### src/rtl/vga_timing_gen.sv
// vga_timing_gen
//   Raster timing generator for a 640x480 @ 60 Hz display path.
//   It scans DrawX/DrawY over the whole raster, including porches and sync.
//   It decodes the display-enable flag (blank) and the raw sync pulses.
//   The syncs pass through a SYNC_DELAY-deep register chain so that they
//   line up with the renderers' registered colour outputs.
//   It also keeps a frame-start strobe and a 16-bit frame counter.
//
// Ports
//   vga_clk      in   pixel clock (single clock domain)
//   reset_n      in   synchronous, active-low reset
//   DrawX        out  [9:0] horizontal position, 0..H_TOTAL-1
//   DrawY        out  [9:0] vertical position, 0..V_TOTAL-1
//   blank        out  1 = visible pixel, 0 = porch or sync
//   hs, vs       out  active-low syncs, delayed by SYNC_DELAY cycles
//   frame_start  out  one-cycle pulse when the counters wrap to (0,0)
//   frame_count  out  [15:0] frames completed since reset (wraps)
module vga_timing_gen #(
  parameter int H_VIS      = 640,
  parameter int H_FP       = 16,
  parameter int H_SYNC     = 96,
  parameter int H_BP       = 48,
  parameter int V_VIS      = 480,
  parameter int V_FP       = 10,
  parameter int V_SYNC     = 2,
  parameter int V_BP       = 33,
  parameter int SYNC_DELAY = 1
) (
  input  logic        vga_clk,
  input  logic        reset_n,
  output logic [9:0]  DrawX,
  output logic [9:0]  DrawY,
  output logic        blank,
  output logic        hs,
  output logic        vs,
  output logic        frame_start,
  output logic [15:0] frame_count
);

  localparam int H_TOTAL = H_VIS + H_FP + H_SYNC + H_BP;
  localparam int V_TOTAL = V_VIS + V_FP + V_SYNC + V_BP;

  // Decode boundaries are 11 bits wide.
  // A sync end can equal 1024 when the back porch is zero.
  localparam logic [10:0] H_LAST       = 11'(H_TOTAL - 1);
  localparam logic [10:0] V_LAST       = 11'(V_TOTAL - 1);
  localparam logic [10:0] H_VIS_END    = 11'(H_VIS);
  localparam logic [10:0] V_VIS_END    = 11'(V_VIS);
  localparam logic [10:0] H_SYNC_START = 11'(H_VIS + H_FP);
  localparam logic [10:0] H_SYNC_END   = 11'(H_VIS + H_FP + H_SYNC);
  localparam logic [10:0] V_SYNC_START = 11'(V_VIS + V_FP);
  localparam logic [10:0] V_SYNC_END   = 11'(V_VIS + V_FP + V_SYNC);

  if (H_TOTAL > 1024 || V_TOTAL > 1024) begin : g_bad_total
    $error("vga_timing_gen: H_TOTAL and V_TOTAL must not exceed 1024");
  end
  if (SYNC_DELAY < 0 || SYNC_DELAY > 4) begin : g_bad_delay
    $error("vga_timing_gen: SYNC_DELAY must be in 0..4");
  end

  logic [9:0]  x_reg;
  logic [9:0]  y_reg;
  logic        frame_start_reg;
  logic [15:0] frame_count_reg;
  logic [10:0] x_ext;
  logic [10:0] y_ext;
  logic        x_last;
  logic        y_last;
  logic        hs_raw;
  logic        vs_raw;

  assign x_ext  = {1'b0, x_reg};
  assign y_ext  = {1'b0, y_reg};
  assign x_last = (x_ext == H_LAST);
  assign y_last = (y_ext == V_LAST);

  always_ff @(posedge vga_clk) begin
    if (!reset_n) begin
      x_reg           <= '0;
      y_reg           <= '0;
      frame_start_reg <= 1'b0;
      frame_count_reg <= '0;
    end else begin
      frame_start_reg <= 1'b0;
      if (x_last) begin
        x_reg <= '0;
        if (y_last) begin
          y_reg           <= '0;
          frame_start_reg <= 1'b1;
          frame_count_reg <= frame_count_reg + 16'd1;
        end else begin
          y_reg <= y_reg + 10'd1;
        end
      end else begin
        x_reg <= x_reg + 10'd1;
      end
    end
  end

  assign DrawX       = x_reg;
  assign DrawY       = y_reg;
  assign frame_start = frame_start_reg;
  assign frame_count = frame_count_reg;

  assign blank  = (x_ext < H_VIS_END) && (y_ext < V_VIS_END);

  // vsync depends on DrawY only.
  // DrawY changes only at the line wrap, so vsync switches at DrawX = 0.
  assign hs_raw = !((x_ext >= H_SYNC_START) && (x_ext < H_SYNC_END));
  assign vs_raw = !((y_ext >= V_SYNC_START) && (y_ext < V_SYNC_END));

  if (SYNC_DELAY == 0) begin : g_no_delay
    assign hs = hs_raw;
    assign vs = vs_raw;
  end else begin : g_delay
    logic [SYNC_DELAY-1:0] hs_pipe_reg;
    logic [SYNC_DELAY-1:0] vs_pipe_reg;

    // Stage 0 takes the raw decode.
    // Each later stage copies its predecessor, so the last stage lags by SYNC_DELAY.
    always_ff @(posedge vga_clk) begin
      if (!reset_n) begin
        hs_pipe_reg <= '1;
        vs_pipe_reg <= '1;
      end else begin
        hs_pipe_reg[0] <= hs_raw;
        vs_pipe_reg[0] <= vs_raw;
        for (int i = 1; i < SYNC_DELAY; i++) begin
          hs_pipe_reg[i] <= hs_pipe_reg[i-1];
          vs_pipe_reg[i] <= vs_pipe_reg[i-1];
        end
      end
    end

    assign hs = hs_pipe_reg[SYNC_DELAY-1];
    assign vs = vs_pipe_reg[SYNC_DELAY-1];
  end

endmodule

### config.mk
export PLATFORM = sky130hd
export DESIGN_NAME = vga_timing_gen
export DESIGN_NICKNAME = d
export VERILOG_FILES = /design/src/rtl/vga_timing_gen.sv
export SDC_FILE = /design/constraint.sdc
export NUM_CORES = 1
export LEC_CHECK = 0
export ABC_AREA = 1
export BUFFER_PORTS_ARGS = -buffer_cell sky130_fd_sc_hd__buf_4
export CAP_MARGIN = 20
export CELL_PAD_IN_SITES_DETAIL_PLACEMENT = 1
export CELL_PAD_IN_SITES_GLOBAL_PLACEMENT = 1
export CORE_ASPECT_RATIO = 0.7
export CORE_MARGIN = 3
export CORE_UTILIZATION = 41
export DETAILED_ROUTE_END_ITERATION = 6
export MAX_ROUTING_LAYER = met4
export PLACE_DENSITY_LB_ADDON = 0.05
export SKIP_CTS_REPAIR_TIMING = 1
export SYNTH_ARGS = -nofsm -noshare
export SYNTH_HDL_FRONTEND = slang
export SYNTH_SLANG_ARGS = --single-unit
export TNS_END_PERCENT = 1
### constraint.sdc
create_clock -name vga_clk -period 2.7 [get_ports vga_clk]
set_input_delay 0 -clock vga_clk [delete_from_list [all_inputs] [get_ports vga_clk]]
set_output_delay 0 -clock vga_clk [all_outputs]
set_load 0.03 [all_outputs]
==> results of run 1 <==
-- area by class of cell --
| type | instances | area, µm² | area share |
|---|---|---|---|
| multi-input combinational | 238 | 1180 | 0.447 |
| sequential | 39 | 781 | 0.295 |
| timing repair buffer | 41 | 308 | 0.116 |
| inverter | 51 | 191 | 0.0722 |
| clock buffer | 8 | 100 | 0.0378 |
| tap | 69 | 86.3 | 0.0326 |
-- routing by layer --
metal / GRT usage / share of wire
met5: - / 0
met4: 0.0859 / 0.015
met3: 0.0372 / 0.042
met2: 0.304 / 0.42
met1: 0.290 / 0.52
-- through the flow --
stage	total power, mW	hold WS [ns]	area [µm²]	utilization	worst slack (ns)
after global placement	0.635	0.330	2550	0.516	1.03
after floorplan	0.621	0.114	2160	-	1.03
after detailed placement	0.636	0.334	2550	0.516	0.975
final	1.07	0.0225	2650	0.536	0.965
after global routing	1.10	0.0244	2650	0.536	0.769
after CTS	1.08	0.0107	2650	0.536	0.930
-- power by group through the flow --
stage / registers, mW / logic (mW) / clock network [mW]
final: 0.583 / 0.0386 / 0.445
after global routing: 0.584 / 0.0430 / 0.477
after CTS: 0.583 / 0.0393 / 0.459
after detailed placement: 0.596 / 0.0392 / 0
after global placement: 0.596 / 0.0385 / 0
after floorplan: 0.603 / 0.0183 / 0
-- worst max path at each step --
| stage | from | end | cells past startpoint |
|---|---|---|---|
| final | DrawX[0] | frame_count[2] | 6 |
| after global routing | DrawX[0] | frame_count[8] | 6 |
| after CTS | DrawX[0] | frame_count[2] | 6 |
| after detailed placement | DrawX[0] | frame_count[2] | 6 |
| after global placement | DrawX[0] | frame_count[8] | 6 |
| after floorplan | DrawX[0] | frame_count[0] | 8 |
-- worst max-delay path: stages, from the launching register on --
cell and delay [ns]:
dfxtp_1 0.40, ha_1 0.21, nand4_1 0.26, nor2_4 0.33
nand2_1 0.22, nand2_1 0.11, a21oi_1 0.07
-- kinds of logic after synthesis --
group | synth area share
compound gates | 0.0596
xor+xnor | 0.0243
fa+ha+maj | 0.0289
buf+inv | 0.0920
flops | 0.361
simple gates | 0.434
-- cells in the final DEF, fill, tap and decap left out --
| cell type | count |
|---|---|
| inv_1 | 50 |
| clkbuf_8 | 7 |
| o211ai_1 | 1 |
| xnor2_1 | 1 |
| inv_2 | 1 |
| nand2_8 | 1 |
| clkbuf_1 | 1 |
| a31oi_1 | 1 |
| nor2_4 | 7 |
| o21ai_0 | 5 |
| nor3_1 | 7 |
| dfxtp_1 | 39 |
| a21oi_1 | 17 |
| nand3b_1 | 1 |
| buf_4 | 41 |
| nor2_2 | 1 |
| ha_1 | 5 |
| nor4_1 | 3 |
| nand3_2 | 1 |
| nand4_1 | 3 |
| nand2_1 | 89 |
| xor2_1 | 5 |
| o21ai_1 | 1 |
| nand2_2 | 2 |
| nor2_8 | 2 |
| nand3_1 | 31 |
| nor2_1 | 54 |
==> impl_metrics.tcl, run 1 <==
set metrics [dict create \
    status "finished clean" \
    synth_area_per_cell_um2 6.56 \
    worstSetupEndpointType "flip-flop" \
    vias 2178 \
    rr_worst_depth 6 \
    required_ns 2.86 \
    coreArea_mm2 0.00494 \
    period_needed_ns 1.73 \
    grt-ovfl-total 0 \
    pin_count 42 \
    power_frac_seq 0.547 \
    synth_common_cells "89 x nand2_1, 54 x nor2_1, 50 x inv_1, 39 x dfxtp_1, 31 x nand3_1" \
    drt_iter0_drc 71 \
    placementRows 21 \
    drv_slew 0 \
    critical_path_class "reg2reg" \
    ir_drop_uv 237 \
    gp_congestion 0.828 \
    synth-edff-count 0 \
    setup_tns_ns 0 \
    relSlewSlack 0.661 \
    yosys.cell_count.top_type "nand2_1" \
    holdCritPathClass "in2reg" \
    timing.reg2reg.setup_slack_ns 0.97 \
    r2r_start "DrawX[0]" \
    power.density_mw_per_mm2 402 \
    vias_per_cell 4.88 \
    yosysSeqAreaShare 0.361 \
    fmax_mhz 576 \
    pwr-share-clk 0.417 \
    grtUsageTotal 0.210 \
    rsz0062_at_grt "false" \
    grt_pass1_vias 2067 \
    antenna_found_initial 0 \
    crit_fanout 10 \
    hp-start "reset_n" \
    cts_root_buffer "clkbuf_8" \
    drive_gt1_frac 0.167 \
    synth_area_leaders "dfxtp_1 36%, nand2_1 15%, nor2_1 9.4%, inv_1 8.7%, nand3_1 7.2%" \
    dp_cells 438 \
    critPathLaunchType "flip-flop" \
    fin_nets 383 \
    dieArea_mm2 0.00620 \
    grt_max_degree 14 \
    htree_levels 2 \
    largest_reg_flops 16 \
    maxCapViolations 0 \
    yosys_warnings 0 \
    hpwl_mm 4.54 \
    final_cells 446 \
    final_hold_viol_count 0 \
    holdPathEnd "frame_count[4]" \
    synth_top_area_cell "dfxtp_1" \
    cts.sinks 39 \
    final-setup-viol-count 0 \
    cts_buffers 5 \
    syn_to_final_growth_pct 22.5 \
    synth_top_area_share 0.361 \
    syn_inst 330 \
    n_fill_cell 714 \
    ys_ff_latch 39 \
    grt_pass1_wl_mm 9.98 \
    first_pass_iters 4 \
    async_reset_ff_frac 0 \
    r2r_end "frame_count[2]" \
    p_leak_nw 1.22 \
    p_int_mw 0.824 \
    routedWlPerCell_um 13.2 \
    port_buffers 41 \
    ant_nets 0 \
    holdPathStages 3 \
    tightest_slew_ns 0.508 \
    skew_ns 0.00516 \
    die_y_um 66.8 \
    clk_pin_slew_worst_paths_ns 0.08 \
    cp.arrival_ns 1.90 \
    combPwrFrac 0.036 \
    synth_nets 337 \
    diodes 0 \
    clock_path_buffers 2 \
    switching_share 0.228 \
    die_w_um 92.8 \
    synth_area_mm2 0.00216 \
    cts_tree "done" \
    drt_wl_total_mm 5.91 \
    drc_errors 0 \
    power_switching_mw 0.243 \
    start_util 0.438 \
    clkLatencyLatePin_ns 0.30 \
    finalCritPeriodShare 0.643 \
    ys_dominant_reg_cell "dfxtp_1" \
    post_synth_num_cell_types 25 \
]
Power figures use the tool's default switching activity.
==> run 2, diff against run 1 <==
--- a/config.mk
+++ b/config.mk
@@ -12,7 +12,7 @@
 export CELL_PAD_IN_SITES_GLOBAL_PLACEMENT = 1
 export CORE_ASPECT_RATIO = 0.7
 export CORE_MARGIN = 3
-export CORE_UTILIZATION = 41
+export CORE_UTILIZATION = 38
 export DETAILED_ROUTE_END_ITERATION = 6
 export MAX_ROUTING_LAYER = met4
 export PLACE_DENSITY_LB_ADDON = 0.05
==> constraint.sdc (replaced) <==
create_clock -name vga_clk -period 1.7 [get_ports vga_clk]
set_input_delay 0 -clock vga_clk [delete_from_list [all_inputs] [get_ports vga_clk]]
set_output_delay 0 -clock vga_clk [all_outputs]
set_load 0.03 [all_outputs]
==> run 2 against run 1 <==
Critical path depth rose by 2. Die area rose by 7.3%. Non-clock buffer count rose by 8. Routed wire length rose by 7.6%. First-iteration DRC count rose by 15%. Flip-flop and latch count did not move. Largest cell class unchanged. Largest power group unchanged.
==> impl_metrics.tcl, run 2 (synthesis results as in run 1) <==
set metrics [dict create \
    gp_congestion 0.822 \
    grt-ovfl-total 0 \
    cts.sinks 39 \
    cts_tree "done" \
    holdWs_ns 0.0264 \
    fmax_mhz 620 \
    fin_nets 392 \
    clkLatencyLatePin_ns 0.29 \
    grt_pass1_vias 2216 \
    relSlewSlack 0.655 \
    drt_iter0_drc 82 \
    cp.arrival_ns 1.80 \
    routedWlPerCell_um 13.9 \
    hp-start "reset_n" \
    p_leak_nw 1.26 \
    grtUsageTotal 0.205 \
    status "finished clean" \
    holdCritPathClass "in2reg" \
    postLayoutSetupSlackWorst_ns 0.0870 \
    skew_ns 0.00497 \
    cts_buffers 5 \
    critical_path_class "reg2reg" \
    final-setup-viol-count 0 \
    dieArea_mm2 0.00665 \
    drive_gt1_frac 0.199 \
    drv_slew 0 \
    required_ns 1.89 \
    p_total_mw 1.61 \
    syn_to_final_growth_pct 26.9 \
    cts_root_buffer "clkbuf_8" \
    first_pass_iters 4 \
    start_util 0.403 \
    coreArea_mm2 0.00537 \
    final_cells 458 \
    diodes 0 \
    maxCapViolations 0 \
    pin_count 42 \
    finalCritPeriodShare 0.949 \
    crit_fanout 10 \
    placementRows 22 \
    die_y_um 69.1 \
    clk_pin_slew_worst_paths_ns 0.08 \
    power.density_mw_per_mm2 588 \
    pre_cts_ws_ns 0.0335 \
    layout.cells.most_common "nand2_1" \
    dp_cells 449 \
    grt_max_degree 14 \
    vias_per_cell 4.90 \
    ir_drop_uv 331 \
    drt_wl_total_mm 6.36 \
    largest_reg_flops 16 \
    port_buffers 41 \
    worstSetupEndpointType "flip-flop" \
    drc_errors 0 \
    r2r_start "DrawX[1]" \
    final_hold_viol_count 0 \
    rsz0062_at_grt "true" \
    tightest_slew_ns 0.517 \
    vias 2242 \
    utilization 0.511 \
    critPathLaunchType "flip-flop" \
    hpwl_mm 4.80 \
    antenna_found_initial 0 \
    period_needed_ns 1.61 \
    grt_pass1_wl_mm 10.6 \
    ant_nets 0 \
    clock_path_buffers 2 \
    die_w_um 96.2 \
    final_cell_mix "89 x nand2_1, 52 x nor2_1, 50 x inv_1" \
    worstSetupStartpoint "DrawX[1]" \
    htree_levels 2 \
]
run 2: final cells by class:
cell class / instances / area, µm²
fillers: 738 / 2620
well taps: 72 / 90.1
inverters: 51 / 191
clock inverters: 1 / 5.00
multi-input cells: 239 / 1230
clock buffers: 7 / 76.3
repair buffers: 49 / 368
flip-flops and latches: 39 / 782
run 2: per-layer routing:
layer / vias up / track usage / part of all wire
li1: 1136 / - / -
met1: 1067 / 0.290 / 0.50
met2: 37 / 0.302 / 0.46
met3: 2 / 0.0393 / 0.040
met4: 0 / 0.0457 / 0.0024
met5: - / - / 0
run 2: critical path, stage by stage (launching register included):
cell and delay (ns):
dfxtp_1 0.39, ha_1 0.21, nand2_1 0.11, nor2_4 0.19, nand2_8 0.15, nor2_8 0.19, nor2_4 0.09, o21ai_0 0.12
inv_1 0.06
run 2: path summary, 6_finish.rpt:
path / endpoint / slack (ns) / cells after the start
max: DrawY[0] / 0.09 / 8
min: frame_count[14] / 0.03 / 3
max reg2reg: DrawY[0] / 0.09 / 8
min reg2reg: vs / 0.48 / 1
run 2: through the flow:
step | TNS (ns) | instance area [µm²]
detailed placement | 0 | 2610
finish | 0 | 2750
global route | -0.0132 | 2750
floorplan | 0 | 2160
CTS | 0 | 2700
global placement | 0 | 2610
run 2: power breakdown:
part / switching (mW) / internal, mW
clock network: 0.335 / 0.289
logic: 0.0442 / 0.0209
registers: 0.00604 / 0.918
total: 0.385 / 1.23
==> run 3, diff against run 2 <==
--- a/config.mk
+++ b/config.mk
@@ -7,11 +7,10 @@
 export LEC_CHECK = 0
 export ABC_AREA = 1
 export BUFFER_PORTS_ARGS = -buffer_cell sky130_fd_sc_hd__buf_4
-export CAP_MARGIN = 20
+export CAP_MARGIN = 40
 export CELL_PAD_IN_SITES_DETAIL_PLACEMENT = 1
 export CELL_PAD_IN_SITES_GLOBAL_PLACEMENT = 1
 export CORE_ASPECT_RATIO = 0.7
-export CORE_MARGIN = 3
 export CORE_UTILIZATION = 38
 export DETAILED_ROUTE_END_ITERATION = 6
 export MAX_ROUTING_LAYER = met4
==> constraint.sdc (replaced) <==
create_clock -name vga_clk -period 1.6 [get_ports vga_clk]
set_input_delay 0 -clock vga_clk [delete_from_list [all_inputs] [get_ports vga_clk]]
set_output_delay 0 -clock vga_clk [all_outputs]
set_load 0.03 [all_outputs]
==> run 3 against run 2 <==
Routed wire length fell by 4.8%. Clock power increased by 11%. Die area shrank 9.7%. Register-to-register slack about the same. Count of clock-buffer cells in the layout is 1 lower. Largest cell class unchanged. Fmax rose by 7.3%. Global-route usage grew 2.1 points. Clock skew is 0.0030 ns higher. Largest power group unchanged. Non-clock buffer count rose by 7. Flip-flop and latch count did not move. Core utilization rose by 1.0 points.
==> impl_metrics.tcl, run 3 (synthesis results as in run 1) <==
set metrics [dict create \
    ir_drop_uv 369 \
    gp_congestion 0.812 \
    cts_buffers 5 \
    p_total_mw 1.75 \
    status "finished clean" \
    n_fill_cell 735 \
    placementRows 22 \
    final_hold_viol_count 0 \
    highest_layer "met4" \
    fmax_mhz 665 \
    layout.cells.most_common "nand2_1" \
    hp-start "reset_n" \
    drt_iter0_drc 69 \
    grt_pass1_wl_mm 10.4 \
    drc_errors 0 \
    port_buffers 41 \
    first_pass_iters 4 \
    critical_path_class "reg2reg" \
    clock_path_buffers 2 \
    clk_pin_slew_worst_paths_ns 0.08 \
    die_w_um 92.2 \
    wl_met2_mm 2.61 \
    finalCritPeriodShare 0.939 \
    final-setup-viol-count 0 \
    skew_ns 0.00796 \
    period_needed_ns 1.50 \
    dieArea_mm2 0.00600 \
    drt_wl_total_mm 6.05 \
    start_util 0.403 \
    grt-ovfl-total 0 \
    holdPathStages 3 \
    postLayoutSetupSlackWorst_ns 0.0972 \
    ant_nets 0 \
    power.density_mw_per_mm2 625 \
    relSlewSlack 0.662 \
    setup_tns_ns 0 \
    wl_met3_um 183 \
    hpwl_mm 4.74 \
    drive_gt1_frac 0.233 \
    tightest_slew_ns 0.507 \
    pin_count 42 \
    drv_slew 0 \
    cts_root_buffer "clkbuf_8" \
    p_leak_nw 1.30 \
    largest_reg_flops 16 \
    required_ns 1.79 \
    worstSetupStartpoint "DrawX[1]" \
    syn_to_final_growth_pct 29.4 \
    wl_met1_mm 3.21 \
    cts.sinks 39 \
    holdCritPathClass "in2reg" \
    final_cell_mix "88 x nand2_1, 56 x buf_4, 50 x inv_1" \
    antenna_found_initial 0 \
    diodes 0 \
    die_y_um 65.1 \
    cts_tree "done" \
    coreArea_mm2 0.00537 \
    routedWlPerCell_um 13.1 \
    vias 2256 \
    vias_per_cell 4.87 \
    crit_fanout 9 \
    rr_worst_depth 8 \
    maxCapViolations 0 \
    grt_pass1_vias 2226 \
    htree_levels 2 \
    clkLatencyLatePin_ns 0.29 \
    r2r_start "DrawX[1]" \
    rsz0062_at_grt "true" \
    fin_nets 398 \
    cp.arrival_ns 1.69 \
    worstSetupEndpointType "flip-flop" \
    critPathLaunchType "flip-flop" \
    grt_max_degree 14 \
    pre_cts_ws_ns 0.000806 \
    grtUsageTotal 0.226 \
]
## run 3: cell types whose count changed in the layout (fill, tap and decap cells not counted), sizes merged
cell and change:
nor2 -1, buf +7, clkbuf -1
## run 3: worst max-delay path, stage by stage (launching register included)
cell     delay [ns]
dfxtp_2        0.34
ha_1           0.19
nand2_1        0.12
nor2_4         0.19
nand2_8        0.13
nor2_8         0.18
nor2_4         0.09
o21ai_0        0.11
inv_1          0.05
## run 3: area by class of cell
class                           instances  area [µm²]  area share
Clock buffer                            6        82.6      0.0295
Clock inverter                          1        5.00     0.00179
Inverter                               51         191      0.0684
Multi-Input combinational cell        238        1220       0.437
Sequential cell                        39         786       0.281
Tap cell                               72        90.1      0.0322
Timing Repair Buffer                   56         420       0.150
## run 3: worst paths after layout
check | slack [ns] | end
min | 0.02 | frame_count[14]
min reg2reg | 0.52 | DrawY[1]
max reg2reg | 0.1 | DrawY[0]
max | 0.1 | DrawY[0]
## run 3: through the flow
stage	instance area, µm²	instances	util	hold WS, ns
after floorplan	2170	330	-	0.114
after global placement	2670	456	0.497	0.330
after detailed placement	2670	456	0.497	0.333
after CTS	2760	463	0.514	0.0168
after global routing	2800	463	0.521	0.0184
final	2800	463	0.521	0.0220
## run 3: layer usage
layer,vias up,global-route usage
li1,1157,-
met2,28,0.364
met4,0,0.0469
met3,6,0.0382
met1,1065,0.303
met5,-,-
## run 3: power by group
part	internal [mW]	leakage [nW]	switching (mW)	total, mW
Combinational	0.0255	0.939	0.0488	0.0743
Sequential	0.977	0.316	0.00498	0.982
Clock	0.339	0.0470	0.353	0.692
